## src/rtl/cop_pkg.sv

```systemverilog
// Shared opcode values and FSM encoding for the coprocessor responder.
package cop_pkg;

  localparam logic [3:0] OP_ADD64 = 4'd0;
  localparam logic [3:0] OP_SUB64 = 4'd1;
  localparam logic [3:0] OP_MUL32 = 4'd2;
  localparam logic [3:0] OP_DIV32 = 4'd3;

  typedef enum logic [1:0] {
    S_IDLE = 2'd0,
    S_EXEC = 2'd1,
    S_FIN  = 2'd2
  } state_t;

  function automatic logic is_muldiv(input logic [3:0] op);
    return (op == OP_MUL32) || (op == OP_DIV32);
  endfunction

endpackage

```

## src/rtl/cop_muldiv_unit.sv

```systemverilog
// Iterative unsigned multiplier (shift-add) / restoring divider, ITER_BITS bits per cycle.
// For div, result = {remainder, quotient}; for mul, result = full product.
module cop_muldiv_unit
  import cop_pkg::*;
#(
  parameter int DW        = 32,
  parameter int ITER_BITS = 1
) (
  input  logic            clk,
  input  logic            rst_n,
  input  logic            start,
  input  logic            is_div,
  input  logic [DW-1:0]   a,
  input  logic [DW-1:0]   b,
  output logic            done,
  output logic [2*DW-1:0] result
);

  localparam int STEPS = DW / ITER_BITS;
  localparam int CW    = $clog2(STEPS) + 1;
  localparam logic [CW-1:0] CNT_INIT = CW'(STEPS);
  localparam logic [CW-1:0] CNT_ONE  = CW'(1);

  logic          run_q, div_q;
  logic [CW-1:0] cnt_q;
  logic [DW-1:0] a_q, b_q, hi_q, lo_q;
  logic [DW-1:0] hi_d, lo_d;

  // hi/lo hold {upper partial product, shifting multiplier} for mul and
  // {partial remainder, shifting dividend/quotient} for div.
  always_comb begin
    logic [DW:0] r;
    logic [DW:0] s;
    r    = '0;
    s    = '0;
    hi_d = hi_q;
    lo_d = lo_q;
    for (int i = 0; i < ITER_BITS; i++) begin
      if (div_q) begin
        r    = {hi_d, lo_d[DW-1]};
        lo_d = {lo_d[DW-2:0], 1'b0};
        if (r >= {1'b0, b_q}) begin
          r       = r - {1'b0, b_q};
          lo_d[0] = 1'b1;
        end
        hi_d = r[DW-1:0];
      end else begin
        s    = {1'b0, hi_d} + (lo_d[0] ? {1'b0, a_q} : '0);
        lo_d = {s[0], lo_d[DW-1:1]};
        hi_d = s[DW:1];
      end
    end
  end

  always_ff @(posedge clk) begin
    if (!rst_n) begin
      run_q <= 1'b0;
      div_q <= 1'b0;
      cnt_q <= '0;
      a_q   <= '0;
      b_q   <= '0;
      hi_q  <= '0;
      lo_q  <= '0;
    end else if (start) begin
      run_q <= 1'b1;
      div_q <= is_div;
      cnt_q <= CNT_INIT;
      a_q   <= a;
      b_q   <= b;
      hi_q  <= '0;
      lo_q  <= is_div ? a : b;
    end else if (run_q) begin
      if (cnt_q == '0) begin
        run_q <= 1'b0;
      end else begin
        cnt_q <= cnt_q - CNT_ONE;
        hi_q  <= hi_d;
        lo_q  <= lo_d;
      end
    end
  end

  assign done   = run_q && (cnt_q == '0);
  assign result = {hi_q, lo_q};

endmodule

```

## src/rtl/cop_responder.sv

```systemverilog
// Coprocessor responder: accepts one command per COP_GO, returns a 2*DW result with a DONE pulse.
// Add/sub finish in one EXEC cycle; mul/div wait on the iterative unit.
module cop_responder
  import cop_pkg::*;
#(
  parameter int DW        = 32,
  parameter int ITER_BITS = 1
) (
  input  logic            clk,
  input  logic            rst_n,
  input  logic            COP_GO,
  input  logic [23:0]     COP_OP,
  input  logic [4*DW-1:0] COP_OUT,
  output logic            COP_DONE,
  output logic [2*DW-1:0] COP_IN,
  output logic            busy,
  output logic            err
);

  state_t          state_q, state_d;
  logic [3:0]      op_q;
  logic [2*DW-1:0] a64_q, b64_q;
  logic            dz_q;
  logic [2*DW-1:0] cop_in_q, res_d;
  logic            err_q, err_d, fin_load;
  logic            accept, md_start, md_done, dz_in;
  logic [2*DW-1:0] md_result;
  logic            unused_op_hi;

  assign unused_op_hi = ^COP_OP[23:4];
  assign accept   = (state_q == S_IDLE) && COP_GO;
  assign dz_in    = (COP_OUT[2*DW-1:DW] == '0);
  // The unit loads straight from the input bus on the accept edge so that its
  // iterations overlap the first EXEC cycle; div-by-zero never starts it.
  assign md_start = accept && is_muldiv(COP_OP[3:0]) &&
                    !((COP_OP[3:0] == OP_DIV32) && dz_in);

  cop_muldiv_unit #(.DW(DW), .ITER_BITS(ITER_BITS)) u_muldiv (
    .clk    (clk),
    .rst_n  (rst_n),
    .start  (md_start),
    .is_div (COP_OP[3:0] == OP_DIV32),
    .a      (COP_OUT[DW-1:0]),
    .b      (COP_OUT[2*DW-1:DW]),
    .done   (md_done),
    .result (md_result)
  );

  always_comb begin
    state_d  = state_q;
    res_d    = '0;
    err_d    = 1'b0;
    fin_load = 1'b0;
    case (state_q)
      S_IDLE: if (COP_GO) state_d = S_EXEC;
      S_EXEC: begin
        case (op_q)
          OP_ADD64: begin res_d = a64_q + b64_q; fin_load = 1'b1; end
          OP_SUB64: begin res_d = a64_q - b64_q; fin_load = 1'b1; end
          OP_MUL32: begin res_d = md_result; fin_load = md_done; end
          OP_DIV32: begin
            if (dz_q) begin
              res_d    = {a64_q[DW-1:0], {DW{1'b1}}};
              err_d    = 1'b1;
              fin_load = 1'b1;
            end else begin
              res_d    = md_result;
              fin_load = md_done;
            end
          end
          default: begin err_d = 1'b1; fin_load = 1'b1; end
        endcase
        if (fin_load) state_d = S_FIN;
      end
      S_FIN:   state_d = S_IDLE;
      default: state_d = S_IDLE;
    endcase
  end

  always_ff @(posedge clk) begin
    if (!rst_n) begin
      state_q  <= S_IDLE;
      op_q     <= '0;
      a64_q    <= '0;
      b64_q    <= '0;
      dz_q     <= 1'b0;
      cop_in_q <= '0;
      err_q    <= 1'b0;
    end else begin
      state_q <= state_d;
      if (accept) begin
        op_q  <= COP_OP[3:0];
        a64_q <= COP_OUT[2*DW-1:0];
        b64_q <= COP_OUT[4*DW-1:2*DW];
        dz_q  <= dz_in;
      end
      if (fin_load) begin
        cop_in_q <= res_d;
        err_q    <= err_d;
      end
    end
  end

  assign COP_DONE = (state_q == S_FIN);
  assign busy     = (state_q != S_IDLE);
  assign COP_IN   = cop_in_q;
  assign err      = err_q;

endmodule

```

## config.mk

```make
export PLATFORM = sky130hd
export DESIGN_NAME = cop_responder
export DESIGN_NICKNAME = d
export VERILOG_FILES = /design/src/rtl/cop_pkg.sv /design/src/rtl/cop_muldiv_unit.sv /design/src/rtl/cop_responder.sv
export SDC_FILE = /design/constraint.sdc
export NUM_CORES = 1
export LEC_CHECK = 0
export CAP_MARGIN = 30
export CORE_MARGIN = 5
export CORE_UTILIZATION = 63
export DETAILED_ROUTE_END_ITERATION = 6
export PLACE_DENSITY = 0.91
export SLEW_MARGIN = 0
export SYNTH_ARGS = -nofsm -noshare
export SYNTH_HDL_FRONTEND = slang
export SYNTH_SLANG_ARGS = --single-unit
```

## constraint.sdc

```tcl
create_clock -name clk -period 14.1 [get_ports clk]
set_input_delay 2.82 -clock clk [delete_from_list [all_inputs] [get_ports clk]]
set_output_delay 2.82 -clock clk [all_outputs]
set_load 0.02 [all_outputs]
```

==> results of run 1 <==
flip-flops by register name (all words and copies together), names as in the netlist:
name,count
err,1
state_q,2
u_muldiv.b_q,32
u_muldiv.div_q,1
dz_q,1
op_q,4
a64_q,64
u_muldiv.lo_q,32
COP_IN,64
u_muldiv.hi_q,32
u_muldiv.a_q,32
u_muldiv.run_q,1
u_muldiv.cnt_q,6
b64_q,64
worst max-delay path, cell delays in order, from the launching register on:
cell	delay [ns]
dfxtp_1	0.37
or4_4	0.57
or3_4	0.36
nor4_1	0.51
nand2_1	0.10
nor2_1	0.76
inv_1	0.21
o31a_1	0.30
xnor2_1	0.13
ha_1	0.35
a21o_1	0.19
a21o_1	0.22
a211oi_1	0.50
o31ai_1	0.17
o21ai_0	0.62
o21ai_0	0.24
xor2_1	0.21
a21oi_1	0.33
o21ai_0	0.17
final timing paths:
kind	from	to	slack [ns]	depth (start not counted)
worst min-delay path	u_muldiv.a_q[12]$_SDFFE_PN0P_	u_muldiv.a_q[12]$_SDFFE_PN0P_	0.45	2
worst max register to register	b64_q[26]$_SDFFE_PN0P_	COP_IN[61]$_SDFFE_PN0P_	7.63	18
worst max-delay path	b64_q[26]$_SDFFE_PN0P_	COP_IN[61]$_SDFFE_PN0P_	7.63	18
worst min register to register	u_muldiv.a_q[12]$_SDFFE_PN0P_	u_muldiv.a_q[12]$_SDFFE_PN0P_	0.45	2
area by class of cell:
class | instances | area, sq um | area share (%)
clock inverters | 17 | 245 | 0.932
well taps | 461 | 577 | 2.19
inverters | 67 | 259 | 0.984
repair buffers | 234 | 2310 | 8.79
flip-flops and latches | 336 | 6730 | 25.6
diodes | 1 | 2.50 | 0.00951
clock buffers | 50 | 1090 | 4.13
multi-input cells | 2504 | 15100 | 57.4
through the flow:
| stage | cell area, sq um | power, mW | util, % | std cells | hold WS [ns] |
|---|---|---|---|---|---|
| 4_1_cts | 26300 | 2.78 | 73.6 | 3667 | 0.450 |
| 6_report | 26300 | 2.80 | 73.8 | 3670 | 0.452 |
| 5_1_grt | 26300 | 2.90 | 73.8 | 3669 | 0.467 |
| 3_3_place_gp | 24900 | 1.71 | 69.8 | 3599 | 0.437 |
| 2_1_floorplan | 22900 | 1.50 | - | 3124 | 0.432 |
| 3_5_place_dp | 24900 | 1.73 | 69.9 | 3600 | 0.442 |
cell usage after synthesis, types with 24 or more instances:
cell type  number
nand3b_1       37
nor3_1         71
a31oi_1        24
nand2_1       607
dfxtp_1       336
ha_1          130
xor2_1         90
mux2i_1        66
xnor2_1        86
a211oi_1       24
clkbuf_1      205
inv_1          66
nand4_1        30
o21ai_0       172
nor2_1        154
and2_1         41
a21o_1         67
a21oi_1       466
o21bai_1       24
o211ai_1       86
nand3_1        53
power breakdown:
part | total [mW] | switching, mW | internal [mW] | leakage [nW]
combinational | 0.695 | 0.433 | 0.262 | 6.99
clock | 1.07 | 0.429 | 0.639 | 0.653
sequential | 1.04 | 0.0478 | 0.992 | 2.74
total | 2.80 | 0.910 | 1.89 | 10.4
routing by layer:
metal  share of wire (%)  vias up  global-route usage [%]  wire, microns
met5                   0        -                       0              0
met1                  39    11204                    53.7          32700
met4                 6.3        0                    19.5           5260
met2                  42     1525                    58.6          35000
li1                    -    11238                       -              -
met3                  13      307                    9.52          10600
cells by family (layout without fill, tap and decap cells):
family | after synthesis | after routing
XOR/XNOR | 176 | 176
other | 0 | 1
adder cells (fa/ha/maj) | 133 | 133
flip-flops | 336 | 336
multiplexers | 66 | 66
AO/OA/AOI/OAI | 1017 | 1017
AND/OR/NAND/NOR | 1112 | 1112
buffers and inverters | 284 | 368
==> flow_summary.toml, run 1 <==
[status]
status = "completed"

[clock_tree]
cts_hold_buffers = 0
h-tree-depth = 2
clock_sinks = 336
clock_path_buffers = 3
cts_tree = "done"
clk_pin_slew_ns = 0.06
numCtsBuffers = 38
cts_root_buf = "clkbuf_16"
cts_resized = 0
insertion_delay_ns = 0.58
cts_setup_buffers = 0

[detailed_routing]
dr.pass1.iters = 6
drtIter0Drc = 3242
wirelength_microns = 83600
drc = 0
vias = 24274
ant_nets = 0
wl_per_cell_microns = 22.8
drt-vias-per-instance = 6.61

[yosys]
synth_seq_area_share_pct = 29.4
syn_inst = 3124
synth_mux_area_share_pct = 2.89
synth.avg_cell_area_sq_um = 7.32
ys_ff_latch = 336
async_flop_share_pct = 0
synth_area_leader_cell = "dfxtp_1"
synth_edf_count = 0
synth_top_area_share_pct = 29.4
yosys.area_share.simple_pct = 22.1
synth_flop_cell = "dfxtp_1"
synth_compound_area_share_pct = 26.7
synth-adder-area-share_pct = 7.38
synth_nets = 3412
synth_cell_types = 81
ys_warn_count = 0
synth.area.top_cells = "dfxtp_1 29%, a21oi_1 10%, nand2_1 10%, ha_1 7.1%, o21ai_0 3.8%"
synth_area_sq_um = 22900
synth_top_family_by_area = "compound AO/OA/AOI/OAI gates"
synthXorXnorAreaFrac_pct = 6.74

[worst_setup_path]
cp-start-kind = "flip-flop"
setup.worst_path.class = "flip-flop to flip-flop"
required_ns = 14.52
critPathArrivalTime_ns = 6.90
cp-end-kind = "flip-flop"
cp_max_fo = 8

[timing]
tightest_slew_ns = 1.05
slew_headroom_pct = 29.9
max_freq_mhz = 154
finalSetupTns_ns = 0
setup_slack_ns = 7.63
rsz0062_at_grt = "false"
finalSetupViolations = 0
skew_ns = 0.0258
finalHoldViolCount = 0
maxSlewViolCount = 0
fin_crit_ns = 6.47
period_share_pct = 45.9

[min_path]
hp-class = "flip-flop to flip-flop"

[global_route]
groute.usage.overall_pct = 39.4
grt_pass1_wl_microns = 128000
grt_pass1_vias = 22377
grt_max_degree = 128
gr-total-overflow = 0
antenna_found_initial = 1

[floorplanning]
rows = 69
die_y_microns = 200
floorplan.initialDensity_pct = 64.1
die_width_microns = 200
die_area_sq_um = 40200
core_sq_um = 35700
pin_count = 222

[flow_run]
maxCapViolCount = 0

[placement]
io_buffers = 201
dp_hpwl_microns = 62800
preCtsSetupSlack_ns = 8.07
gp_routability_congestion = 1.06

[finish]
final_cell_mix = "606 x nand2_1, 466 x a21oi_1, 335 x dfxtp_1, 201 x clkdlybuf4s50_1, 172 x o21ai_0"
final_common_cell = "nand2_1"
area_growth_syn_to_layout_pct = 15.1
fillers = 2736
drive_above_1_share_pct = 4.02
final_nets = 3469

[pwr]
ir_drop_v = 0.000107
power_density_nw_per_um2 = 107
p_leak_nw = 10.4
Note: power is estimated with default switching activity, not from simulation.
==> inputs of run 2 (changes only) <==
--- a/config.mk
+++ b/config.mk
@@ -7,9 +7,9 @@
 export LEC_CHECK = 0
 export CAP_MARGIN = 30
 export CORE_MARGIN = 5
-export CORE_UTILIZATION = 63
+export CORE_UTILIZATION = 53
 export DETAILED_ROUTE_END_ITERATION = 6
-export PLACE_DENSITY = 0.91
+export PLACE_DENSITY = 0.82
 export SLEW_MARGIN = 0
 export SYNTH_ARGS = -nofsm -noshare
 export SYNTH_HDL_FRONTEND = slang
==> constraint.sdc (replaced) <==
create_clock -name clk -period 5.9 [get_ports clk]
set_input_delay 1.18 -clock clk [delete_from_list [all_inputs] [get_ports clk]]
set_output_delay 1.18 -clock clk [all_outputs]
set_load 0.02 [all_outputs]
==> run 2 against run 1 <==
Net effect: global-route usage fell by 3.6 points; final cell count rose by 3.9%; final area rose by 0.96%; largest cell class unchanged; clock power rose by 130%; first-iteration DRC count fell by 13%.
==> flow_summary.toml, run 2 (same netlist as run 1, synthesis figures left out) <==
[status]
status = "completed"

[timing]
period_share_pct = 95.8
finalSetupViolations = 0
finalHoldViolCount = 0
fin_crit_ns = 5.65
max_freq_mhz = 177
skew_ns = 0.0192
slew_headroom_pct = 29.5
tightest_slew_ns = 1.05
setup_slack_ns = 0.246
maxSlewViolCount = 0
finalSetupTns_ns = 0
rsz0062_at_grt = "false"

[worst_setup_path]
critPathArrivalTime_ns = 6.13
cp-start-kind = "flip-flop"
cp_num_buf_inv = 0
cp-end-kind = "flip-flop"
max_stage_delay_ns = 0.56
cp_max_fo = 6
cp_slowest_cell = "or4_4"
setup.worst_path.class = "flip-flop to flip-flop"
crit_chain = "or4_4, or3_4, nor3_2, nand2_1, nand3b_4, or2_4, or4_4, o21ai_1, xor2_1, ha_1, a21o_1, a21o_1, a21oi_1, o21ai_0, a211o_1, a211o_1, a221oi_2, o21ai_0, or4_1, a31oi_1"
required_ns = 6.38
path_delay_family = "simple AND/OR/NAND/NOR gates"

[detailed_routing]
dr.pass1.iters = 5
drt-vias-per-instance = 6.34
ant_nets = 0
vias = 24178
drtIter0Drc = 2814
wirelength_microns = 89400
wl_per_cell_microns = 23.4
drc = 0

[placement]
gp_routability_congestion = 1.00
io_buffers = 201
dp_hpwl_microns = 68900
preCtsSetupSlack_ns = 0.172

[min_path]
hp-class = "flip-flop to flip-flop"

[global_route]
grt_max_degree = 212
grt_pass1_vias = 22284
gr-total-overflow = 0
groute.usage.overall_pct = 35.9
antenna_found_initial = 3
grt_pass1_wl_microns = 133000

[clock_tree]
cts_tree = "done"
h-tree-depth = 2
clk_pin_slew_ns = 0.06
clock_path_buffers = 3
clock_sinks = 336
cts_hold_buffers = 0
cts_root_buf = "clkbuf_16"
numCtsBuffers = 38
insertion_delay_ns = 0.57

[finish]
diodes = 0
final_cell_mix = "606 x nand2_1, 465 x a21oi_1, 335 x dfxtp_1, 201 x clkdlybuf4s50_1, 171 x o21ai_0"
fillers = 3956
final_common_cell = "nand2_1"
final_nets = 3486
area_growth_syn_to_layout_pct = 16.2
drive_above_1_share_pct = 4.65

[floorplanning]
pin_count = 222
die_width_microns = 218
core_sq_um = 42900
die_area_sq_um = 47400
die_y_microns = 218
floorplan.initialDensity_pct = 53.3
rows = 76

[pwr]
p_leak_nw = 10.5
ir_drop_v = 0.000260
power_density_nw_per_um2 = 254

[flow_run]
maxCapViolCount = 0
## run 2: changes by cell type in the layout (fill, tap and decap cells not counted), sizes merged
cell	previous run	this run
clkbuf	50	54
buf	33	49
diode	1	0
inv	69	67
clkinv	8	12
bufinv	5	2
clkinvlp	2	3
## run 2: worst paths after layout
check	from	end	slack [ns]	cells past startpoint
worst max-delay path	b64_q[26]$_SDFFE_PN0P_	COP_IN[63]$_SDFFE_PN0P_	0.25	20
worst min-delay path	u_muldiv.a_q[0]$_SDFFE_PN0P_	u_muldiv.a_q[0]$_SDFFE_PN0P_	0.45	2
worst max register to register	b64_q[26]$_SDFFE_PN0P_	COP_IN[63]$_SDFFE_PN0P_	0.25	20
worst min register to register	u_muldiv.a_q[0]$_SDFFE_PN0P_	u_muldiv.a_q[0]$_SDFFE_PN0P_	0.45	2
## run 2: power breakdown
| part | internal, mW | leakage [nW] | total (mW) | switching, mW |
|---|---|---|---|---|
| clock | 1.44 | 0.638 | 2.47 | 1.02 |
| sequential | 2.37 | 2.74 | 2.48 | 0.104 |
| combinational | 0.641 | 7.08 | 1.81 | 1.16 |
| total | 4.46 | 10.5 | 6.75 | 2.29 |
## run 2: layout make-up
class / instances / area, sq um / area share (%)
Clock buffer: 53 / 1140 / 4.30
Sequential cell: 336 / 6730 / 25.3
Tap cell: 585 / 732 / 2.76
Multi-Input combinational cell: 2504 / 15100 / 56.9
Timing Repair Buffer: 251 / 2440 / 9.20
Inverter: 67 / 259 / 0.975
Clock inverter: 17 / 150 / 0.565
## run 2: worst register-to-register path: stages (launching register included)
cell,delay (ns)
dfxtp_1,0.36
or4_4,0.56
or3_4,0.37
nor3_2,0.10
nand2_1,0.10
nand3b_4,0.20
or2_4,0.28
or4_4,0.56
o21ai_1,0.17
xor2_1,0.20
ha_1,0.27
a21o_1,0.20
a21o_1,0.18
a21oi_1,0.17
o21ai_0,0.12
a211o_1,0.31
a211o_1,0.34
a221oi_2,0.31
o21ai_0,0.15
or4_1,0.48
a31oi_1,0.15
## run 2: metal layers
layer	vias up	global-route usage (%)	wire, microns
met1	11571	49.8	38000
li1	11271	-	-
met2	1115	56.4	39800
met4	4	12.9	3620
met5	-	0	26
met3	217	6.21	7990
## run 2: timing repair
item | in CTS | in global routing
endpoints found under the hold margin | 0 | 0
resized for setup | 0 | 3
setup endpoints to repair | 0 | 3
buffers inserted | 0 | 2
## run 2: metrics by stage
stage / total power, mW / instance area (sq um) / cells / hold WS (ns) / util, %
2_1_floorplan: 3.58 / 22900 / 3124 / 0.432 / -
5_1_grt: 6.98 / 26600 / 3813 / 0.474 / 61.9
3_3_place_gp: 4.23 / 25200 / 3737 / 0.437 / 58.7
6_report: 6.75 / 26600 / 3813 / 0.451 / 61.9
3_5_place_dp: 4.25 / 25200 / 3739 / 0.442 / 58.8
4_1_cts: 6.69 / 26500 / 3809 / 0.450 / 61.8
